--- config.mk ---
export PLATFORM = sky130hd
export DESIGN_NAME = drum_timing_gen
export DESIGN_NICKNAME = d
export VERILOG_FILES = /design/src/rtl/g15_timing_pkg.sv /design/src/rtl/bit_divider.sv /design/src/rtl/drum_timing_gen.sv
export SDC_FILE = /design/constraint.sdc
export NUM_CORES = 1
export LEC_CHECK = 0
export CAP_MARGIN = 0
export CORE_MARGIN = 2
export CORE_UTILIZATION = 45
export CTS_BUF_LIST = sky130_fd_sc_hd__clkbuf_16
export DETAILED_ROUTE_END_ITERATION = 16
export PLACE_DENSITY = 0.74
export SLEW_MARGIN = 20
export SYNTH_ARGS = -nofsm -noshare
export SYNTH_HDL_FRONTEND = slang
export SYNTH_SLANG_ARGS = --single-unit
export TNS_END_PERCENT = 50
--- constraint.sdc ---
create_clock -name CLOCK -period 2.7 [get_ports CLOCK]
set_input_delay 0.54 -clock CLOCK [delete_from_list [all_inputs] [get_ports CLOCK]]
set_output_delay 0.54 -clock CLOCK [all_outputs]
set_load 0.02 [all_outputs]
--- src/rtl/g15_timing_pkg.sv ---
// Shared types and constants for the G-15 drum bit/word timing chain.
package g15_timing_pkg;

    localparam int unsigned BITS_PER_WORD = 29;
    localparam int unsigned WORDS_PER_REV = 108;
    localparam int unsigned BIT_W         = 5;
    localparam int unsigned WORD_W        = 7;

    typedef logic [BIT_W-1:0]  bit_t;
    typedef logic [WORD_W-1:0] word_t;

    typedef enum logic [1:0] {TS_HALT, TS_RUN, TS_STEP} timing_state_t;

    // Bit time that follows b; bit times run 1..BITS_PER_WORD.
    function automatic bit_t next_bit(input bit_t b);
        return (b == bit_t'(BITS_PER_WORD)) ? bit_t'(1) : b + bit_t'(1);
    endfunction

    // Word that follows w; words run 0..WORDS_PER_REV-1.
    function automatic word_t next_word(input word_t w);
        return (w == word_t'(WORDS_PER_REV - 1)) ? word_t'(0) : w + word_t'(1);
    endfunction

endpackage

--- src/rtl/bit_divider.sv ---
// CLOCK prescaler producing one ce strobe every DIV enabled cycles.
module bit_divider #(
    parameter int unsigned DIV = 4
) (
    input  logic CLOCK,
    input  logic rst,
    input  logic en,
    input  logic clr,
    output logic ce
);

    localparam int unsigned CW   = $clog2(DIV) + 1;
    localparam logic [CW-1:0] LAST = CW'(DIV - 1);

    logic [CW-1:0] count;

    always_ff @(posedge CLOCK or posedge rst) begin
        if (rst) begin
            count <= '0;
        end else if (clr) begin
            count <= '0;
        end else if (en) begin
            count <= (count == LAST) ? '0 : count + CW'(1);
        end
    end

    assign ce = en & (count == LAST);

endmodule

--- src/rtl/drum_timing_gen.sv ---
// Drum bit-time / word-time sequencer with run, halt-at-word-boundary and step.
// Optional single-step support is enabled by defining G15_TIMING_STEP_EN.
module drum_timing_gen
    import g15_timing_pkg::*;
#(
    parameter int unsigned DIV = 4
) (
    input  logic       CLOCK,
    input  logic       rst,
    input  logic       RUN,
    input  logic       STEP,
    output logic       BIT_CE,
    output logic [4:0] BIT,
    output logic [6:0] WORD,
    output logic       T0,
    output logic       T1,
    output logic       T2,
    output logic       T13,
    output logic       T21,
    output logic       T28,
    output logic       T29,
    output logic       TF,
    output logic       EVEN,
    output logic       HALTED
);

    timing_state_t state, state_nx;
    bit_t          bit_q;
    word_t         word_q;
    bit_t          bit_nx_c;
    logic          stop_pend;
    logic          div_en, div_clr, div_ce;
    logic          bit_ce_c;
    logic          t29_c;

`ifndef G15_TIMING_STEP_EN
    logic unused_step;
    assign unused_step = STEP;
`endif

    bit_divider #(.DIV(DIV)) u_div (
        .CLOCK (CLOCK),
        .rst   (rst),
        .en    (div_en),
        .clr   (div_clr),
        .ce    (div_ce)
    );

    assign bit_nx_c = next_bit(bit_q);
    assign t29_c    = bit_ce_c & (bit_nx_c == bit_t'(29));

    always_ff @(posedge CLOCK or posedge rst) begin
        if (rst) begin
            state <= TS_HALT;
        end else begin
            state <= state_nx;
        end
    end

    // Stop requests are only honoured on the strobe that enters T29.
    always_comb begin
        state_nx = state;
        div_en   = 1'b0;
        div_clr  = 1'b1;
        bit_ce_c = 1'b0;
        unique case (state)
            TS_HALT: begin
                if (RUN) begin
                    state_nx = TS_RUN;
                end
`ifdef G15_TIMING_STEP_EN
                else if (STEP) begin
                    state_nx = TS_STEP;
                end
`endif
            end
            TS_RUN: begin
                div_en   = 1'b1;
                div_clr  = 1'b0;
                bit_ce_c = div_ce;
                if (div_ce && (bit_nx_c == bit_t'(29)) && stop_pend) begin
                    state_nx = TS_HALT;
                end
            end
`ifdef G15_TIMING_STEP_EN
            TS_STEP: begin
                bit_ce_c = 1'b1;
                state_nx = TS_HALT;
            end
`endif
            default: begin
                state_nx = TS_HALT;
            end
        endcase
    end

    // Pending stop tracks the latest sampled RUN level while running.
    always_ff @(posedge CLOCK or posedge rst) begin
        if (rst) begin
            stop_pend <= 1'b0;
        end else if (state == TS_RUN) begin
            stop_pend <= ~RUN;
        end else begin
            stop_pend <= 1'b0;
        end
    end

    always_ff @(posedge CLOCK or posedge rst) begin
        if (rst) begin
            bit_q  <= bit_t'(BITS_PER_WORD);
            word_q <= word_t'(WORDS_PER_REV - 1);
        end else if (bit_ce_c) begin
            bit_q <= bit_nx_c;
            if (bit_q == bit_t'(BITS_PER_WORD)) begin
                word_q <= next_word(word_q);
            end
        end
    end

    assign BIT_CE = bit_ce_c;
    assign BIT    = bit_q;
    assign WORD   = word_q;
    assign T1     = bit_ce_c & (bit_nx_c == bit_t'(1));
    assign T2     = bit_ce_c & (bit_nx_c == bit_t'(2));
    assign T13    = bit_ce_c & (bit_nx_c == bit_t'(13));
    assign T21    = bit_ce_c & (bit_nx_c == bit_t'(21));
    assign T28    = bit_ce_c & (bit_nx_c == bit_t'(28));
    assign T29    = t29_c;
    assign T0     = t29_c & (word_q == word_t'(WORDS_PER_REV - 1));
    assign TF     = t29_c & (word_q[1:0] == 2'b11);
    assign EVEN   = ~word_q[0];
    assign HALTED = (state == TS_HALT);

endmodule

# Word-level counts from Yosys, hierarchy flattened
# Cells that the tools add are included.
# word_totals
ff_bits	18
latch_bits	0
ramBits	0
rom_bits	0
inputBits	4
out_inout_bits	23
n_memories	0
# op_classes
addsub	3
mul	0
n_div	0
magnitude_cmp	0
n_eq_ne	14
shifts	0
muxes	11
bitwise_logic	11
reduce_logical	5
# op_table
cell	count
5-bit equality test, second input constant	4
1-bit AND	9
3-bit 2-to-1 mux	3
7-bit by 1-bit adder with 7-bit output, second input constant	1
7-bit equality test, second input constant	1
7-bit 2-to-1 mux	1
5-bit by 1-bit adder with 5-bit output, second input constant	1
5-bit by 1-bit equality test with 1-bit output, second input constant	1
5-bit by 2-bit equality test with 1-bit output, second input constant	1
5-bit by 4-bit equality test with 1-bit output, second input constant	1
5-bit 2-to-1 mux	1
2-bit 2-to-1 mux	2
2-bit != test, second input constant	2
2-bit case mux with 2 select lines	1
2-bit AND reduction	2
3-bit by 1-bit adder with 3-bit output, second input constant	1
3-bit by 2-bit equality test with 1-bit output, second input constant	1
1-bit 2-to-1 mux	3
2-bit by 1-bit equality test with 1-bit output, second input constant	1
2-bit equality test, second input constant	1
1-bit logical AND	2
2-bit zero test	1
2-bit by 1-bit != test with 1-bit output, second input constant	1
1-bit inverter	2

# Logic depth before layout (Yosys ltp)
# Gate-level depths: netlist (run 1).
# logic_depth
ltp_word	7
mapped_depth	6
depth_no_buf	6

# Hierarchy
# A second synthesis (run 1) with hierarchy kept.
# unflattened
hier_cells	112
hier_area_um2	1017.2
# modules_own_cells
module	instances	cells_each	area_per_inst_um2	seq_area_each_um2
drum_timing_gen	1	97	868.3	361.6
bit_divider	1	15	148.9	75.1

# Worst setup path after synthesis (run 1)
# Ideal clock, no wire load.
# synth_path
kind	register to output
startpoint	register bit_q[0] (netlist: BIT[0])
endpoint	output T1
arrival_ns	1.934
slack_ns	0.226
stages_incl_launch_ff	6
cell_sequence	dfstp_2 ha_1 nand2_1 a2111oi_2 nor3_1 nor3_1
# synth_via
elab_chain_len	4
word_cells_on_any_way	5
# synth_lines
item	line	rtl
start: declaration	drum_timing_gen.sv:28	bit_t bit_q;
start signal: assignment	drum_timing_gen.sv:110	bit_q <= bit_t'(BITS_PER_WORD);
start signal: assignment	drum_timing_gen.sv:113	bit_q <= bit_nx_c;
5-bit by 1-bit adder with 5-bit output / 5-bit equality test (equally long branches)	g15_timing_pkg.sv:16	return (b == bit_t'(BITS_PER_WORD)) ? bit_t'(1) : b + bit_t'(1);
5-bit 2-to-1 mux (*)	g15_timing_pkg.sv:16	
5-bit by 1-bit equality test with 1-bit output (*)	drum_timing_gen.sv:123	assign T1 = bit_ce_c & (bit_nx_c == bit_t'(1));
1-bit AND (*)	drum_timing_gen.sv:123	
end: declaration	drum_timing_gen.sv:16	output logic T1,
# Every way passes the cells marked *; elsewhere a longest branch is shown, timed or not.

# Worst setup path after layout (run 1)
# layout_path
startpoint	register bit_q[0] (netlist: BIT[0])
endpoint	output T0
# layout_via
elab_chain_len	5
word_cells_on_any_way	6
# layout_lines
item	line	rtl
5-bit by 1-bit adder with 5-bit output / 5-bit equality test (equally long branches)	g15_timing_pkg.sv:16	
5-bit 2-to-1 mux (*)	g15_timing_pkg.sv:16	
5-bit equality test (*)	drum_timing_gen.sv:50	assign t29_c = bit_ce_c & (bit_nx_c == bit_t'(29));
1-bit AND (*)	drum_timing_gen.sv:50	
1-bit AND (*)	drum_timing_gen.sv:129	assign T0 = t29_c & (word_q == word_t'(WORDS_PER_REV - 1));
end: declaration	drum_timing_gen.sv:15	output logic T0,
# Marked as above.

==> reports/metrics.cfg, run 1 <==
[status]
status = finished clean

[routing]
drtPass1Iterations = 5
dr.first_iter.drc_count = 16
ant_nets = 0
drc_errors = 0
viasPerCell = 5.355
vias = 980
drt_wl_total_microns = 2409
wire_per_inst_microns = 13.16

[timing]
fin_skew_ns = 0.001795
slew_violations = 0
slew_headroom_pct = 59.10
rsz0062_at_grt = yes
finalHoldViolCount = 0
finalCritPeriodShare_pct = 97.23
min_period_ns = 2.625
setup_viol = 0
fmax_mhz = 380.9
tightest_slew_ns = 0.6128

[critical_path]
critPathCaptureType = primary output
required_ns = 2.16
cp_slowest_cell = dfstp_2
cp.arrival_ns = 2.09
worstSetupPathType = flop to primary output
startpoint_type = flop
crit_start = BIT[0]
r2r_start = BIT[0]
crit_path_cell_trace = ha_1, and4b_1, a21oi_2, nor3_4, and3b_1, clkdlybuf4s15_1
cp_slowest_stage_delay_ns = 0.55
crit_family = simple AND/OR/NAND/NOR gates
critical_path_buf_inv_count = 1
crit_fanout = 5

[floorplanning]
initial_core_util_pct = 47.68
dieArea_sq_mm = 0.002772
num_rows = 17
die_w_microns = 52.65
num_io_pins = 27
core_sq_mm = 0.002233
fp.dieH_microns = 52.65

[yosys]
synth_edf_count = 0
synth_area_sq_mm = 0.001065
synthTopCellsByCount = nand2_1 (16), dfstp_2 (9), dfrtp_1 (8)
synth.most_common_cell = nand2_1
async_reset_ff_share_pct = 100.0
yosysTopAreaCellShare_pct = 22.21
synth_area_leaders = dfstp_2 (22%), dfrtp_1 (19%), nand2_1 (5.6%), ha_1 (4.7%), o21ai_0 (3.3%)
seq_area_frac_synth_pct = 41.01
yosys_warnings = 0
synth_nets = 125
synth.avg_cell_area_sq_um = 9.101
ys_seq_elements = 17
synthFlopType = dfstp_2
synth_top_cell_by_area = dfstp_2
yosys.cell_types.count = 44
syn_inst = 117

[global_route]
grt_pass1_vias = 906
grt_antenna_before_repair = 0
grt_pass1_wl_microns = 4050
grt_max_degree = 18
overflow = 0
grt_use_total_pct = 20.01

[flow_run]
cap_violations = 0

[layout]
multi_input_area_sq_um = 570.5
area_delta_synth_final_pct = 39.01
antenna_cells = 0
post-route-util_pct = 66.27
drive_gt1_share_pct = 25.81
seqCellArea_sq_um = 436.7
finalNetCount = 164
fillers = 207

[clocking]
clock_sinks = 17
cts_tree = built
cts.htree.levels = 1
numCtsBuffers = 3
clk_latency_ns = 0.25
cts_buffer_depth = 2
clk_pin_slew_ns = 0.05
cts_hold_buf = 0
clockRootBuffer = clkbuf_16

[worst_hold_path]
worstHoldStart = stop_pend
hp-class = flop to flop

[power]
p_per_area_mw_per_mm2 = 884.1
p_leak_nw = 0.6564
peakVddDrop_mv = 0.7770
finalPower_mw = 1.309

[placement]
dp_hpwl_microns = 1807
place_congestion = 0.7883
io_buffers = 25

## registers in the layout, indices dropped and copies added (netlist names)
signal,count
stop_pend,1
state,1
WORD,7
BIT,5
u_div.count,3
## layer usage
layer,track usage [%],vias up,wire [microns]
li1,-,493,-
met1,26.58,459,1157
met2,31.87,24,1140
met3,3.714,4,87
met4,8.120,0,23
met5,0,-,0
## worst paths after layout
| kind | cells after the start | slack, ns | end |
|---|---|---|---|
| min in group asynchronous | 2 | 0.67 | WORD[4] |
| setup / recovery | 6 | 0.07 | T0 |
| max in group asynchronous | 2 | 1.64 | BIT[1] |
| hold / removal | 1 | 0.42 | state[0] |
| setup reg to reg | 7 | 0.88 | state[0] |
| hold reg to reg | 1 | 0.42 | state[0] |
## worst register-to-register path: stages (launching register included)
cell	delay [ns]
dfstp_2	0.55
ha_1	0.24
o211ai_1	0.14
a21oi_2	0.29
nor3_4	0.10
buf_4	0.14
buf_4	0.12
a31oi_1	0.15
## area by class of cell
type | instances | share of cell area (%)
clock buffer | 3 | 5.072
inverter | 8 | 2.367
clock inverter | 1 | 0.2536
timing repair buffer | 38 | 21.89
sequential | 17 | 29.50
tap | 28 | 2.367
multi-input combinational | 88 | 38.55
## layout by cell type (no fill, tap or decap), types with 4 or more instances in the layout
master	Yosys	layout
clkdlybuf4s50_1	0	17
nand2_1	16	16
buf_4	1	14
dfstp_2	9	9
dfrtp_1	8	8
inv_1	7	8
o21ai_0	7	7
nor2_1	6	6
nor3_1	5	5
nand3_1	4	4
a21oi_1	4	4
ha_1	4	4
## metrics by stage
step	worst slack (ns)	instances	TNS, ns	area (sq um)	hold WS [ns]
after global routing	-0.01604	183	-0.01852	1480	0.4460
after CTS	0.007637	182	0	1490	0.4262
final	0.07473	183	0	1480	0.4244
after detailed placement	-0.05188	178	-0.07762	1411	0.4183
after global placement	-0.02075	178	-0.03285	1411	0.4076
after floorplan	0.2257	117	0	1065	0.4027
## what timing repair did
| item | in CTS | in global routing |
|---|---|---|
| pin swaps | 0 | 2 |
| setup endpoints to repair | 8 | 8 |
| buffers inserted | 0 | 1 |
| resized for setup | 13 | 14 |
## report_power, final
part           switching [mW]  total [mW]  internal [mW]  leakage, nW
clock                  0.0963       0.293          0.197       0.0423
combinational           0.344       0.615          0.272        0.423
sequential             0.0735       0.401          0.327        0.191
## logic make-up after synthesis
logic type / after synthesis / share of synthesized area, %
DFF: 17 / 41.01
xor gates and xnor gates: 2 / 1.645
AOI/OAI and AO/OA: 25 / 15.39
adders and majority gates: 4 / 4.701
buffers and inverters: 12 / 5.994
and+or+nand+nor: 57 / 31.26
Note: power is estimated with default switching activity, not from simulation.
==> inputs of run 2 (changes only) <==
--- a/constraint.sdc
+++ b/constraint.sdc
@@ -3,2 +3,2 @@
 set_output_delay 0.54 -clock CLOCK [all_outputs]
-set_load 0.02 [all_outputs]
+set_load 0.05 [all_outputs]
==> run 2 against run 1 <==
Flip-flop and latch count did not move; sequential power rose by 2%; hold slack improved by 0.00094 ns; total power rose by 12%; fmax rose by 0.69%; via count fell by 3.7%; largest power group unchanged; clock skew barely moved; combinational power rose by 22%; critical endpoint is now T1.
==> reports/metrics.cfg, run 2 (same netlist as run 1, synthesis figures left out) <==
[status]
status = finished clean  ; unchanged

[timing]
setup_viol = 0  ; unchanged
min_period_ns = 2.607  ; was 2.625 ns
finalHoldViolCount = 0  ; unchanged
rsz0062_at_grt = no  ; was yes
finalCritPeriodShare_pct = 96.57  ; was 97.23%
slew_headroom_pct = 57.85  ; was 59.10%
fmax_mhz = 383.5  ; was 380.9 MHz
slew_violations = 0  ; unchanged
tightest_slew_ns = 0.6315  ; was 0.6128 ns
fin_skew_ns = 0.001734  ; was 0.001795 ns

[flow_run]
cap_violations = 0  ; unchanged

[worst_hold_path]
hp-class = flop to flop  ; unchanged

[layout]
area_delta_synth_final_pct = 45.36  ; was 39.01%
drive_gt1_share_pct = 29.45  ; was 25.81%
final_cell_mix = nand2_1 (16), clkdlybuf4s50_1 (16), dfstp_2 (9)  ; was clkdlybuf4s50_1 (17), nand2_1 (16), buf_4 (14)
antenna_cells = 0  ; unchanged
post-route-cell-area_sq_mm = 0.001548  ; was 0.001480 sq mm
stdcell_count = 174  ; was 183
post-route-util_pct = 69.30  ; was 66.27%
finalNetCount = 155  ; was 164
largest_register_ffs = 7  ; unchanged

[routing]
ant_nets = 0  ; unchanged
drtPass1Iterations = 5  ; unchanged
drt_wl_total_microns = 2479  ; was 2409 microns
wire_per_inst_microns = 14.25  ; was 13.16 microns
vias = 944  ; was 980
dr.first_iter.drc_count = 20  ; was 16
viasPerCell = 5.425  ; was 5.355
drc_errors = 0  ; unchanged

[floorplanning]
fp.dieH_microns = 52.65  ; unchanged
core_sq_mm = 0.002233  ; unchanged
num_rows = 17  ; unchanged
num_io_pins = 27  ; unchanged
initial_core_util_pct = 47.68  ; unchanged
dieArea_sq_mm = 0.002772  ; unchanged
die_w_microns = 52.65  ; unchanged

[power]
p_per_area_mw_per_mm2 = 944.7  ; was 884.1 mW/mm^2
peakVddDrop_mv = 0.6904  ; was 0.7770 mV
p_leak_nw = 0.6324  ; was 0.6564 nW

[placement]
place_area_sq_mm = 0.001433  ; was 0.001411 sq mm
dp_hpwl_microns = 1722  ; was 1807 microns
io_buffers = 25  ; unchanged
place_congestion = 0.8542  ; was 0.7883
post-place-cells = 168  ; was 178

[clocking]
cts.htree.levels = 1  ; unchanged
clock_sinks = 17  ; unchanged
clockRootBuffer = clkbuf_16  ; unchanged
cts_tree = built  ; unchanged
clk_latency_ns = 0.25  ; about the same
numCtsBuffers = 3  ; unchanged
clk_pin_slew_ns = 0.05  ; about the same
cts_buffer_depth = 2  ; unchanged

[critical_path]
cp_slowest_stage_delay_ns = 0.45  ; was 0.55 ns
cp_slowest_cell = nor3_1  ; was dfstp_2
crit_fanout = 9  ; was 5
required_ns = 2.16  ; about the same
crit_path_cell_trace = buf_4, ha_2, a31oi_1, and4b_1, nor3_1, nor3_2, buf_12  ; was ha_1, and4b_1, a21oi_2, nor3_4, and3b_1, clkdlybuf4s15_1
cp.arrival_ns = 2.07  ; was 2.09 ns
startpoint_type = flop  ; unchanged
critPathCaptureType = primary output  ; unchanged
worstSetupPathType = flop to primary output  ; unchanged

[global_route]
grt_pass1_wl_microns = 4064  ; was 4050 microns
grt_max_degree = 18  ; unchanged
grt_antenna_before_repair = 0  ; unchanged
overflow = 0  ; unchanged
grt_use_total_pct = 19.93  ; was 20.01%
grt_pass1_vias = 897  ; was 906

-- run 2: changes by cell type in the layout (fill, tap and decap cells not counted), moves of 2 or more --
cell,delta
buf_4,-9
clkdlybuf4s15_1,-2
buf_12,+8
ha_2,+2
ha_1,-2
clkbuf_2,-3
nor3_1,-2
nor3_2,+2
-- run 2: critical path: cells and delay by family (launching register included) --
| family | cells | cell delay (ns) |
|---|---|---|
| adder cells (fa/ha/maj) | 1 | 0.21 |
| flip-flops | 1 | 0.37 |
| AND/OR/NAND/NOR | 3 | 0.77 |
| buffers and inverters | 2 | 0.33 |
| AO/OA/AOI/OAI | 1 | 0.12 |
-- run 2: layout make-up --
type	instances	area (sq um)
inverters	8	35.03
repair buffers	29	357.8
multi-input cells	88	601.8
fillers	182	685.7
flip-flops and latches	17	437.9
clock inverters	1	5.005
clock buffers	3	75.07
well taps	28	35.03
-- run 2: metrics by stage --
stage               hold WS, ns  total power [mW]  setup TNS, ns  setup WS (ns)
CTS                      0.4288             1.437              0        0.01222
floorplan                0.4027            0.9267        -0.1511        -0.1028
global route             0.4434             1.540              0       0.001771
detailed placement       0.4214             1.113              0         0.1461
global placement         0.4177             1.093              0         0.1909
finish                   0.4253             1.462              0        0.09262
-- run 2: per-layer routing --
metal	track usage, %	vias up	share of wire, %
met4	6.410	0	0.61
li1	-	477	-
met1	26.96	446	48
met5	0	-	0
met3	2.857	2	3.0
met2	32.50	19	49
-- run 2: path summary, 6_finish.rpt --
| check | start | endpoint | slack (ns) | cells after the start |
|---|---|---|---|---|
| setup / recovery | BIT[0] | T1 | 0.09 | 7 |
| setup reg to reg | BIT[0] | WORD[6] | 0.85 | 6 |
| hold / removal | u_div.count[0] | u_div.count[0] | 0.43 | 1 |
| min in group asynchronous | rst | WORD[4] | 0.67 | 2 |
| hold reg to reg | u_div.count[0] | u_div.count[0] | 0.43 | 1 |
| max in group asynchronous | rst | BIT[1] | 1.58 | 2 |
-- run 2: report_power, final --
part	internal, mW	switching [mW]	total (mW)
clock	0.198	0.102	0.301
sequential	0.328	0.0807	0.409
combinational	0.268	0.485	0.753
total	0.794	0.668	1.46
-- run 2: repair_timing --
| item | 4_1_cts | 5_1_grt |
|---|---|---|
| setup endpoints to repair | 4 | 8 |
| gates cloned | 0 | 0 |
| pin swaps | 1 | 3 |
| hold buffers | 0 | 0 |
| gates resized for setup | 2 | 5 |
| setup buffers | 0 | 2 |
==> patch: new RTL, settings of run 1 <==
The option `G15_TIMING_STEP_EN` is turned on by a define.
--- a/src/rtl/drum_timing_gen.sv
+++ b/src/rtl/drum_timing_gen.sv
@@ -1,4 +1,6 @@
 // Drum bit-time / word-time sequencer with run, halt-at-word-boundary and step.
 // Optional single-step support is enabled by defining G15_TIMING_STEP_EN.
+`define G15_TIMING_STEP_EN
+
 module drum_timing_gen
     import g15_timing_pkg::*;
Formal check against the unedited RTL: not equivalent (Yosys sat finds a counterexample within 4 cycles, from zero or initial values and one cycle with rst high).
==> patch against run 1 <==
Cell count rose by 7.1%. Area after synthesis grew 12%. Cell area increased by 11%. Clock skew about the same. Fmax up 1.0%. Routed wire length increased by 17%. Sequential cell count increased by 1. Sequential power is 5.5% higher. Power is 8.2% higher. Via count increased by 9.4%. Worst setup slack improved by 0.026 ns.
==> patch: results (changes against run 1) <==
Setup path
  – Cell count of the worst reg-to-reg path: 8 (was 7)
  – Reg-to-reg endpoint: state[1] (was state[0])
  – CP peak stage delay: 0.38 ns (was 0.55 ns)
  – Critical path's slowest cell: dfrtp_1 (was dfstp_2)
  – Delay-heaviest family, CP: buffers and inverters (was simple AND/OR/NAND/NOR gates)
  – R2r setup slk: 0.68 ns (was 0.88 ns)
  – Worst Setup EP: T28 (was T0)
  – CP arrival: 2.06 ns (was 2.09 ns)
  – Reg2reg start: BIT[1] (was BIT[0])
  – Worst Setup SP: state[1] (was BIT[0])

Logic synthesis
  – Synth Area in XOR/XNOR: 2.85% (was 1.65%)
  – Post-Syn Nets: 136 (was 125)
  – Compound-Gate Fraction of Synth Area: 17.5% (was 15.4%)
  – Mux share of post-synthesis cell area: 2.85% (was 0%)
  – Ys async rst share: 100% (unchanged)
  – Synth cell types: 49 (was 44)
  – Post-Syn Area per Cell: 9.50 µm² (was 9.10 µm²)
  – Post-Synth Adder-Cell Area: 7.38% (was 4.70%)
  – Top cells by count, synth: 12 x inv_1, 10 x nor2_1, 9 x dfrtp_1, 9 x dfstp_2 (was 16 x nand2_1, 9 x dfstp_2, 8 x dfrtp_1)
  – Sequential area share after synthesis: 38.9% (was 41.0%)
  – Synth area leaders: dfstp_2 20%, dfrtp_1 19%, ha_1 7.4% (was dfstp_2 22%, dfrtp_1 19%, nand2_1 5.6%)

Power
  – Combinational group power: 0.000698 W (was 0.000615 W)
  – Power Internal: 0.000863 W (was 0.000795 W)
  – Peak supply drop: 0.655 mV (was 0.777 mV)
  – Leak: 0.724 nW (was 0.656 nW)
  – Comb pwr share: 49.3% (was 47.0%)

STA
  – Worst-Margin Slew: 0.655 ns (was 0.613 ns)
  – Clk_skew: 0.00221 ns (was 0.00179 ns)

GRT
  – Vias in the first global route: 1043 (was 906)
  – Met2 GRT Util: 33.2% (was 31.9%)
  – Gr usage total: 19.1% (was 20.0%)
  – Met1 usage: 24.0% (was 26.6%)
  – GR met3 Demand/Resource: 3.75% (was 3.71%)
  – Global-route wire length before repair: 4.71 mm (was 4.05 mm)
  – Largest net degree at the start of global routing: 19 (was 18)

Cells and area
  – Final std cells w/o fill: 196 (was 183)
  – Layout cells sized above 1: 30.1% (was 25.8%)
  – # nets final: 178 (was 164)

Min path
  – Hold path start: u_div.count[0] (was stop_pend)
  – Hold path endpoint: u_div.count[0] (was state[0])

Drt
  – Routed length on met1: 1.29 mm (was 1.16 mm)
  – Highest routed layer: met4 (unchanged)
  – Router iterations before antenna repair: 4 (was 5)
  – Vias after detailed routing: 1072 (was 980)
  – Final WL: 2.81 mm (was 2.41 mm)
  – Met2 WL: 1.41 mm (was 1.14 mm)
  – Iter 0 DRT Violations: 25 (was 16)
  – DR WL met3: 98 µm (was 87 µm)

Placement
  – IO Port Bufs: 26 (was 25)
  – Hpwl dp: 2.14 mm (was 1.81 mm)
  – Final RePlAce weighted congestion: 0.833 (was 0.788)
  – Placed insts: 192 (was 178)

Status
  – Run status: complete, no violations (unchanged)
patch: cell count changes after synthesis, moves of 2 or more:
cell and change:
mux2_2 +3, nor2_1 +4, nand2b_1 +2, inv_1 +5, nor2b_1 +2, nand2_1 -10, nor4_1 +3, ha_1 +3
o21ai_1 -2
patch: metrics by stage:
step	setup slack (ns)	hold WS, ns
4_1_cts	0.00541	0.451
5_1_grt	0.0103	0.456
3_5_place_dp	-0.0976	0.444
3_3_place_gp	-0.0193	0.418
2_1_floorplan	0.0715	0.407
6_report	0.101	0.439
patch: area by class of cell:
cell class / count / area (µm²)
fill: 207 / 862
clock buffer: 3 / 75.1
sequential: 18 / 462
clock inverter: 1 / 3.75
tap: 30 / 37.5
multi-input combinational: 91 / 679
timing repair buffer: 40 / 328
inverter: 13 / 52.6
patch: repair_timing:
| item | 4_1_cts | 5_1_grt |
|---|---|---|
| setup endpoints to repair | 9 | 8 |
| pin swaps | 0 | 1 |
| gates resized for setup | 23 | 17 |
